<file path="src/rtl/jk_pkg.sv">
// Shared definitions for the JK register bank.
//   - mode_t and the MODE_* constants select how each cell's J/K is driven.
//   - jk_next() is the characteristic equation of one JK cell.
package jk_pkg;

    typedef logic [1:0] mode_t;

    localparam mode_t MODE_JK  = 2'b00;
    localparam mode_t MODE_UP  = 2'b01;
    localparam mode_t MODE_DN  = 2'b10;
    localparam mode_t MODE_SHL = 2'b11;

    // 00 hold, 10 set, 01 reset, 11 toggle
    function automatic logic jk_next(input logic j, input logic k, input logic q);
        return (j & ~q) | (~k & q);
    endfunction

endpackage

</file>
<file path="src/rtl/jk_cell.sv">
// Single-bit JK flip-flop with synchronous reset, parallel load and enable.
// Ports:
//   clk     rising-edge clock
//   rst     synchronous active-high reset, q <= rst_val
//   rst_val value taken on reset
//   ld      load strobe, q <= ld_val (below rst in priority)
//   ld_val  value taken on load
//   en      advance enable for the JK update (below ld in priority)
//   j, k    JK inputs
//   q       cell state
module jk_cell
    import jk_pkg::*;
(
    input  logic clk,
    input  logic rst,
    input  logic rst_val,
    input  logic ld,
    input  logic ld_val,
    input  logic en,
    input  logic j,
    input  logic k,
    output logic q
);

    always_ff @(posedge clk) begin
        if (rst) begin
            q <= rst_val;
        end else if (ld) begin
            q <= ld_val;
        end else if (en) begin
            q <= jk_next(j, k, q);
        end
    end

endmodule

</file>
<file path="src/rtl/jk_reg_bank.sv">
// WIDTH-bit bank of JK cells with mode-selected J/K drive.
// Ports:
//   clk       rising-edge clock
//   rst       synchronous active-high reset (q <= RST_VAL, chg <= 0)
//   en        advance enable for JK/count/shift
//   mode      00 per-bit JK, 01 count up, 10 count down, 11 shift left
//   load      parallel load strobe (beats en)
//   load_val  value written on load
//   j, k      per-bit JK inputs, used in mode 00 only
//   ser_in    serial input into bit 0, used in mode 11 only
//   q         register state
//   q_n       ~q
//   tc        terminal count: all-ones when counting up, all-zeros when counting down
//   chg       registered: q changed on the previous edge
module jk_reg_bank
    import jk_pkg::*;
#(
    parameter int unsigned      WIDTH   = 8,
    parameter logic [WIDTH-1:0] RST_VAL = '0
) (
    input  logic             clk,
    input  logic             rst,
    input  logic             en,
    input  logic [1:0]       mode,
    input  logic             load,
    input  logic [WIDTH-1:0] load_val,
    input  logic [WIDTH-1:0] j,
    input  logic [WIDTH-1:0] k,
    input  logic             ser_in,
    output logic [WIDTH-1:0] q,
    output logic [WIDTH-1:0] q_n,
    output logic             tc,
    output logic             chg
);

    logic [WIDTH-1:0] j_eff;
    logic [WIDTH-1:0] k_eff;
    logic [WIDTH-1:0] up_t;    // bit i toggles when all lower bits are 1
    logic [WIDTH-1:0] dn_t;    // bit i toggles when all lower bits are 0
    logic [WIDTH-1:0] shl_in;  // value arriving at each bit on a shift
    logic [WIDTH-1:0] q_next;
    logic             chg_q;

    // Ripple the toggle conditions through local accumulators so the chains
    // do not form a self-referencing vector.
    always_comb begin
        logic up_acc;
        logic dn_acc;
        up_acc = 1'b1;
        dn_acc = 1'b1;
        up_t   = '0;
        dn_t   = '0;
        for (int i = 0; i < int'(WIDTH); i++) begin
            up_t[i] = up_acc;
            dn_t[i] = dn_acc;
            up_acc  = up_acc & q[i];
            dn_acc  = dn_acc & ~q[i];
        end
    end

    assign shl_in = {q[WIDTH-2:0], ser_in};

    // Unused inputs never reach the cells, so they cannot inject X.
    always_comb begin
        j_eff = '0;
        k_eff = '0;
        unique case (mode)
            MODE_JK: begin
                j_eff = j;
                k_eff = k;
            end
            MODE_UP: begin
                j_eff = up_t;
                k_eff = up_t;
            end
            MODE_DN: begin
                j_eff = dn_t;
                k_eff = dn_t;
            end
            MODE_SHL: begin
                j_eff = shl_in;
                k_eff = ~shl_in;
            end
            default: begin
                j_eff = '0;
                k_eff = '0;
            end
        endcase
    end

    for (genvar gi = 0; gi < int'(WIDTH); gi++) begin : g_cell
        jk_cell u_cell (
            .clk     (clk),
            .rst     (rst),
            .rst_val (RST_VAL[gi]),
            .ld      (load),
            .ld_val  (load_val[gi]),
            .en      (en),
            .j       (j_eff[gi]),
            .k       (k_eff[gi]),
            .q       (q[gi])
        );
    end

    // Next state as the cells will see it (below reset), used only to flag a change.
    always_comb begin
        q_next = q;
        if (load) begin
            q_next = load_val;
        end else if (en) begin
            for (int i = 0; i < int'(WIDTH); i++) begin
                q_next[i] = jk_next(j_eff[i], k_eff[i], q[i]);
            end
        end
    end

    always_ff @(posedge clk) begin
        if (rst) begin
            chg_q <= 1'b0;
        end else begin
            chg_q <= (q_next != q);
        end
    end

    assign chg = chg_q;
    assign q_n = ~q;
    assign tc  = ((mode == MODE_UP) && (&q)) || ((mode == MODE_DN) && ~(|q));

endmodule
</file>
<file path="config.mk">
export PLATFORM = sky130hd
export DESIGN_NAME = jk_reg_bank
export DESIGN_NICKNAME = d
export VERILOG_FILES = /design/src/rtl/jk_pkg.sv /design/src/rtl/jk_cell.sv /design/src/rtl/jk_reg_bank.sv
export SDC_FILE = /design/constraint.sdc
export NUM_CORES = 1
export LEC_CHECK = 0
export ABC_CLOCK_PERIOD_IN_PS = 3200
export CORE_MARGIN = 2
export CORE_UTILIZATION = 44
export DETAILED_ROUTE_END_ITERATION = 6
export PLACE_DENSITY = 0.8
export SETUP_SLACK_MARGIN = 0.5
export SLEW_MARGIN = 20
export SYNTH_ARGS = -nofsm -noshare
export SYNTH_HDL_FRONTEND = slang
export SYNTH_SLANG_ARGS = --single-unit
</file>
<file path="constraint.sdc">
create_clock -name clk -period 3.2 [get_ports clk]
set_input_delay 0.64 -clock clk [delete_from_list [all_inputs] [get_ports clk]]
set_output_delay 0.64 -clock clk [all_outputs]
set_load 0.01 [all_outputs]
</file>
# Yosys cells after proc, flatten, opt, wreduce, memory -nomap -nowiden
# Cells that the tools add are included.
# totals
ff_bits	9
out_inout_bits	18
# classes
n_eq_ne	4
muxes	20
n_bitwise	55
n_reduce_logical	7
# op_table
op	n
$pmux W8 S4	2
$and A1 B1 Y1	28
$not A1 Y1	17
$mux W1	16
$mux W8	2
$not A8 Y8	2
$ne A8 B8 Y1	1
$or A1 B1 Y1	8
$reduce_and A8 Y1	1
$reduce_or A8 Y1	1
$eq A2 B2 Y1 const B	2
$eq A2 B1 Y1 const B	1
$logic_and A1 B1 Y1	2
$logic_not A2 Y1	1
$reduce_bool A2 Y1	1
$logic_or A1 B1 Y1	1

# Logic depth before layout (Yosys ltp)
# Gate-level depths: netlist of the first run.
# logic_depth
word_depth	14
ltp_mapped	9

# Hierarchy
# A second synthesis of the first run with hierarchy kept.
# unflattened
hier_cells	207
area_unflattened_um2	1487.7
# by_module_without_submodules
mod	instances	cells_each	area_per_inst_um2	seq_area_each_um2
jk_reg_bank	1	143	937.1	20.0
jk_cell	8	8	68.8	30.0

# Worst setup path before layout of the first run
# No wires, ideal clock.
# synth_timing
path_kind	register -> register
startpoint	register g_cell[0].u_cell.q
endpoint	register chg_q (netlist: chg)
setup_ps	130
t_arrival_ps	2240
setup_slack_ps	831
path_stages_with_launch	8
path_cell_list	dfxtp_1 > or4_4 > or4_4 > mux2i_1 > a211oi_1 > or4_1 > nand3_1 > a31oi_1
# synth_via
elab_chain_len	14
word_cells_on_any_way	50
classes_between	eq/ne: 1; mux: 4; bitwise: 45
# synth_lines
item	line	text
start: declaration	jk_cell.sv:22	output logic q
start signal: assignment	jk_cell.sv:27	q <= rst_val;
start signal: assignment	jk_cell.sv:29	q <= ld_val;
start signal: assignment	jk_cell.sv:31	q <= jk_next(j, k, q);
$not A1 Y1	jk_pkg.sv:15, jk_reg_bank.sv:57	
$and A1 B1 Y1 (6 in series)	jk_reg_bank.sv:57	dn_acc = dn_acc & ~q[i];
$pmux W8 S4	jk_reg_bank.sv:67	unique case (mode)
$not A1 Y1	jk_pkg.sv:15	return (j & ~q) | (~k & q);
$and A1 B1 Y1	jk_pkg.sv:15	
$or A1 B1 Y1	jk_pkg.sv:15	
$mux W8	jk_reg_bank.sv:110	end else if (en) begin
$mux W8	jk_reg_bank.sv:108	if (load) begin
$ne A8 B8 Y1 *	jk_reg_bank.sv:121	chg_q <= (q_next != q);
end signal: assignment	jk_reg_bank.sv:121	
end: declaration	jk_reg_bank.sv:42	logic chg_q;
# Mark *: on every way between the ends. The rest lies on a longest branch, timed or not.
# A chain may end at the register's enable or synchronous reset.

# Worst setup path in the final report of the first run
# layout_timing
startpoint	register g_cell[3].u_cell.q
endpoint	output tc
# layout_via
elab_chain_len	4
word_cells_on_any_way	6
classes_between	bitwise: 1; reduce/logical: 5
# layout_lines
item	line	text
start: declaration	jk_cell.sv:22	
start signal: assignment	jk_cell.sv:27	
start signal: assignment	jk_cell.sv:29	
start signal: assignment	jk_cell.sv:31	
$reduce_or A8 Y1	jk_reg_bank.sv:127	assign tc = ((mode == MODE_UP) && (&q)) || ((mode == MODE_DN) && ~(|q));
$not A1 Y1	jk_reg_bank.sv:127	
$logic_and A1 B1 Y1	jk_reg_bank.sv:127	
$logic_or A1 B1 Y1 *	jk_reg_bank.sv:127	
end: declaration	jk_reg_bank.sv:32	output logic tc,
# Marked as above.

==> summary.txt, run 1 <==
P&R area growth vs syn = 43.5%
total CTS buffers = 3
setup TNS = 0 ns
via density per instance = 6.11
Max VDD drop = 222 uV
CP Class = register to output pin
RSZ-0062 raised after global routing = no
Layout Nets = 260
Max Cap Viol = 0
CP bufs+invs = 1
slew at the pin closest to its max-slew limit = 0.425 ns
first-pass GRT wire length = 6.58 mm
final wirelength = 3.96 mm
Die Wd = 56.7 um
Slew Viols, Final = 0
CP cell instances = or4_4 > or4_4 > nor3_2 > a41o_1 > buf_2
YS warnings = 0
most common cell in the synthesized netlist = nand2_1
FF-to-FF End = g_cell[7].u_cell.q
die area = 0.00321 mm2
Layout Cells excl Fill = 259
vias = 1583
Syn Area/Cell = 6.53 um2
CP delay by family, top = simple AND/OR/NAND/NOR gates
clock network power share = 20.1%
NetSw = 0.174 mW
cell mode on critical path = or4_4
largest net degree at the start of global routing = 22
Clock Sinks = 9
count of cell types in the netlist = 43
Setup crit start kind = register
WP data arrival = 1.97 ns
fraction of registers with async set or reset after synthesis = 0%
IO Port Bufs = 48
gr ovfl total = 0
iteration count of the initial detailed-routing pass = 4
Reg clk slew, reported paths = 0.07 ns
CTS tree = yes
Syn Nets = 218
Commonest cells post-synth = nand2_1, a21oi_1, clkbuf_1
status = finished clean
sequential fraction of the synthesis area = 14.8%
Core Region = 0.00269 mm2
share of the synthesized area in the top cell type = 14.8%
layout cells sized above 1 = 10.1%
Cell Pwr Density = 268 mW/mm2
row count = 19
dominant synthesized flop cell = dfxtp_1
Tcrit/Tclk final = 81.6%
DRC viols = 0
# IOs = 49
R2R cell count = 8
sequential power share = 28.4%
clk root buf = clkbuf_4
violation count after the first detailed-route iteration = 65
Finished Cell Area = 0.00175 mm2
routability cong. = 0.957
critical-path maximum fanout = 2
Synth area leader = dfxtp_1
total power = 0.469 mW
Placed Instances = 253
Rel. slew slack = 71.6%
worst flop-to-flop path startpoint = g_cell[3].u_cell.q
Switching Share = 37.2%
flop2flop setup slack = 0.66 ns
EDFF count, synth = 0
slowest stage delay, CP = 0.55 ns
register bit total from synthesis = 9
WL per Instance = 15.3 um
Total GRT Usage = 25.3%
Comb pwr share = 51.5%
critical path endpoint = tc
post-route ant nets = 0
Clock Latency Late Sink = 0.27 ns
Synth Instances = 187
CP endpoint kind = output pin
ranking of synthesized cells by area = dfxtp_1, a21oi_1, buf_4, nand2_1, a211oi_1
initial antenna violation count = 0
vias in the first global route = 1496
Final min period = 2.61 ns
final hold vios = 0
Leak = 0.684 nW
Layout Skew = 0.00850 ns
Final HPWL DP = 3.09 mm
Internal = 0.295 mW
Hold WC Path Type = register to register
clk buf depth = 2
Critical Path Start = g_cell[3].u_cell.q
H-tree depth = 1
CP max stage cell = or4_4
ant diodes = 0
initial cell density of the core = 45.5%
Die Height = 56.7 um
Fmax = 383 MHz
critical path depth = 5
WP data required = 2.56 ns
Post-Syn Area = 0.00122 mm2
Final Setup Violations = 0
Area after DPL = 0.00171 mm2
worst min-delay path by stage:
stage	startpoint	end	slack (ns)	cells after the start
floorplan	g_cell[6].u_cell.q	g_cell[6].u_cell.q	0.66	3
global placement	g_cell[6].u_cell.q	g_cell[6].u_cell.q	0.61	2
detailed placement	g_cell[6].u_cell.q	g_cell[6].u_cell.q	0.62	2
CTS	g_cell[6].u_cell.q	g_cell[6].u_cell.q	0.64	2
global route	g_cell[6].u_cell.q	g_cell[6].u_cell.q	0.69	2
finish	g_cell[6].u_cell.q	g_cell[6].u_cell.q	0.64	2
registers in the layout (all words and copies together) (netlist names):
register	flops
chg	1
g_cell.u_cell.q	8
layout by cell type (no fill, tap or decap), types with 2 or more instances in the layout:
cell type and instances:
inv_1 11, nor4_1 2, nor3b_1 2, nand3_1 8, a21oi_1 15, nor2b_1 5
nand2_1 16, o21ai_0 9, nor3_1 5, a221oi_1 6, xnor2_1 2, o31ai_1 5
mux2i_1 2, and2_1 3, o22ai_1 3, a211oi_1 7, o211ai_1 4, a31oi_1 4
clkbuf_4 3, a311oi_1 2, a21o_1 2, xor2_1 3, dlygate4sd2_1 2, clkdlybuf4s50_1 45
or4_4 2, or3_1 3, buf_4 14, nor2_1 13, nand2b_1 3, dfxtp_1 9
cell families (layout without fill, tap and decap cells):
group,after synthesis,count (layout),synth area share [%]
AO/OA/AOI/OAI,66,66,37.1
XOR/XNOR,5,5,3.59
buffers and inverters,36,77,13.5
flip-flops,9,9,14.8
multiplexers,2,2,1.64
AND/OR/NAND/NOR,69,69,29.4
stage by stage:
stage	worst slack [ns]	utilization, %	hold WS (ns)
2_1_floorplan	0.831	-	0.657
3_5_place_dp	0.0778	63.5	0.624
3_3_place_gp	0.0835	63.5	0.611
5_1_grt	0.515	65.3	0.695
4_1_cts	0.520	65.2	0.638
6_report	0.587	65.3	0.640
final cells by class:
type	instances	area (um2)
Multi-Input combinational cell	142	888
Clock buffer	4	26.3
Timing Repair Buffer	62	578
Tap cell	31	38.8
Inverter	11	41.3
Sequential cell	9	180
Fill cell	255	933
worst min-delay path: stages (launching register included):
cell and delay, ns:
dfxtp_1 0.43, nand2_1 0.10, a21oi_1 0.06
per-layer routing:
layer,global-route usage [%],wire (um)
met4,8.16,108
met2,43.2,1920
met5,0,0
met3,4.61,338
met1,31.8,1600
power groups by stage:
| stage | combinational (mW) | sequential (mW) | clock [mW] |
|---|---|---|---|
| finish | 0.242 | 0.133 | 0.0942 |
| global route | 0.262 | 0.135 | 0.101 |
| CTS | 0.237 | 0.133 | 0.0937 |
| detailed placement | 0.234 | 0.135 | 0 |
| global placement | 0.230 | 0.135 | 0 |
| floorplan | 0.140 | 0.131 | 0 |
repair_timing:
action / in CTS / in global routing
pin swaps: 1 / 2
resized for setup: 7 / 1
hold buffers: 0 / 0
buffers inserted: 1 / 1
setup endpoints to repair: 1 / 1
(Power assumes the default switching activity.)
==> run 2, diff against run 1 <==
ABC_CLOCK_PERIOD_IN_PS = 2490   (was 3200)
clock period = 2.49 ns   (was 3.2 ns; I/O delays follow)
==> summary.txt, run 2 (synthesis gave the netlist of run 1 again) <==
status = finished with violations
violated checks = negative setup slack
Layout Skew = 0.000607 ns (-0.00789 ns)
Rel. slew slack = 74.2% (+2.5 points)
routability cong. = 0.912 (-4.7%)
RSZ-0062 raised after global routing = yes
Die Height = 56.7 um (unchanged)
total CTS buffers = 3 (unchanged)
Reg clk slew, reported paths = 0.07 ns (about the same)
Hold WC Path Type = register to register
# IOs = 49 (unchanged)
die area = 0.00321 mm2 (unchanged)
Core Region = 0.00269 mm2 (unchanged)
clk root buf = clkbuf_4
clk buf depth = 2 (unchanged)
Hold Path Depth = 2 (unchanged)
Die Wd = 56.7 um (unchanged)
fillers = 204 (-20%)
Setup crit start kind = register
final wirelength = 4.43 mm (+12%)
WP data arrival = 2.64 ns (+0.67 ns)
final hold vios = 0 (unchanged)
Clock Latency Late Sink = 0.27 ns (about the same)
Most flops, register = g_cell.u_cell.q
first-pass GRT wire length = 7.07 mm (+7.5%)
setup TNS = -0.00656 ns (-0.00656 ns)
Cell Pwr Density = 327 mW/mm2 (+22%)
vias in the first global route = 1556 (+4.0%)
hold_buf cts = 0 (unchanged)
vias = 1671 (+5.6%)
Layout Nets = 280 (+7.7%)
most common cell after layout, fill and taps aside = clkdlybuf4s50_1
post-route ant nets = 0 (unchanged)
layout cells sized above 1 = 23.0% (+13 points)
iteration count of the initial detailed-routing pass = 4 (unchanged)
Fmax = 401 MHz
Final min period = 2.50 ns
worst hold endpoint = g_cell[6].u_cell.q
CP Class = register to register
DP Worst Slack = -0.277 ns (-0.355 ns)
Leak = 0.832 nW (+22%)
P&R area growth vs syn = 66.5%
most frequent cells in the layout = clkdlybuf4s50_1, buf_4, nand2_1, a21oi_1, nor2_1
IO Port Bufs = 48 (unchanged)
WP data required = 2.64 ns (+0.08 ns)
row count = 19 (unchanged)
gr ovfl total = 0 (unchanged)
CP endpoint kind = register
Slew Viols, Final = 0 (unchanged)
Max VDD drop = 332 uV (+50%)
worst flop-to-flop path startpoint = g_cell[0].u_cell.q
hold_sp = g_cell[6].u_cell.q
Clock Sinks = 9 (unchanged)
ant diodes = 0 (unchanged)
Max Cap Viol = 0 (unchanged)
violation count after the first detailed-route iteration = 102 (+57%)
Total GRT Usage = 27.6% (+2.3 points)
initial antenna violation count = 0 (unchanged)
largest net degree at the start of global routing = 22 (unchanged)
FF-to-FF End = chg
initial cell density of the core = 45.5% (unchanged)
critical-path maximum fanout = 2 (unchanged)
flop2flop setup slack = -0.007 ns (-0.67 ns)
Final HPWL DP = 3.23 mm (+4.6%)
DRC viols = 0 (unchanged)
via density per instance = 5.99 (-2.0%)
max FFs per register = 8 (unchanged)
WL per Instance = 15.9 um (+3.8%)
PnR worst setup slack = -0.00656 ns (-0.594 ns)
R2R cell count = 8 (unchanged)
Final Setup Violations = 1 (+1)
CTS tree = yes
slew at the pin closest to its max-slew limit = 0.386 ns (-0.0383 ns)
Largest regs = g_cell.u_cell.q: 8 flops, chg: 1 flops
Tcrit/Tclk final = 100%
H-tree depth = 1 (unchanged)
-- run 2: cell count changes in the layout (fill, tap and decap cells not counted), moves of 3 or more --
| cell | change |
|---|---|
| dfxtp_2 | +3 |
| buf_4 | +12 |
| o21ai_0 | -3 |
| dfxtp_1 | -3 |
| buf_6 | +5 |
-- run 2: layer usage --
| metal | GRT usage, % | part of all wire, % | wire, um | vias to the layer above |
|---|---|---|---|---|
| met4 | 6.80 | 2.4 | 106 | 0 |
| met3 | 6.22 | 9.0 | 400 | 14 |
| met5 | 0 | 0 | 0 | - |
| li1 | - | - | - | 809 |
| met1 | 34.2 | 40 | 1760 | 765 |
| met2 | 47.8 | 49 | 2160 | 83 |
-- run 2: worst max-delay path by stage --
stage | from | end | slack (ns) | cells past startpoint
5_1_grt | g_cell[0].u_cell.q | chg | -0.06 | 8
2_1_floorplan | g_cell[0].u_cell.q | chg | 0.13 | 7
3_5_place_dp | mode[0] | tc | -0.28 | 6
4_1_cts | g_cell[0].u_cell.q | chg | 0.007 | 8
6_report | g_cell[0].u_cell.q | chg | -0.007 | 8
3_3_place_gp | mode[0] | tc | -0.27 | 6
-- run 2: per-stage QoR --
step / hold slack, ns / utilization (%) / cells / total power, mW / cell area [um2]
after floorplan: 0.643 / - / 187 / 0.349 / 1230
after global routing: 0.594 / 75.7 / 279 / 0.696 / 2030
after global placement: 0.610 / 68.4 / 268 / 0.493 / 1840
after CTS: 0.636 / 71.6 / 276 / 0.634 / 1920
after detailed placement: 0.619 / 68.4 / 268 / 0.500 / 1840
final: 0.565 / 75.7 / 279 / 0.665 / 2030
-- run 2: final cells by class --
type / instances / area, um2 / area share, %
clock buffer: 4 / 26.3 / 1.29
timing repair buffer: 82 / 797 / 39.2
inverter: 11 / 45.0 / 2.22
tap: 31 / 38.8 / 1.91
sequential: 9 / 184 / 9.05
multi-input combinational: 142 / 942 / 46.3
-- run 2: critical path, stage by stage, from the launching register on --
cell and delay, ns:
dfxtp_2 0.32, or4_4 0.55, or4_4 0.45, buf_6 0.14, mux2i_1 0.17, a211oi_2 0.06, or4_1 0.52, nand3_1 0.10
a31oi_1 0.07
-- run 2: power breakdown --
part | switching (mW) | internal [mW] | leakage, nW
Clock | 0.0602 | 0.0621 | 0.0150
Sequential | 0.0143 | 0.156 | 0.0757
Combinational | 0.172 | 0.200 | 0.742
-- run 2: repair_timing --
action / 4_1_cts / 5_1_grt
gates cloned: 0 / 1
hold endpoints to repair: 0 / 0
setup endpoints to repair: 10 / 11
resized for setup: 13 / 19
pin swaps: 8 / 6
setup buffers: 4 / 2
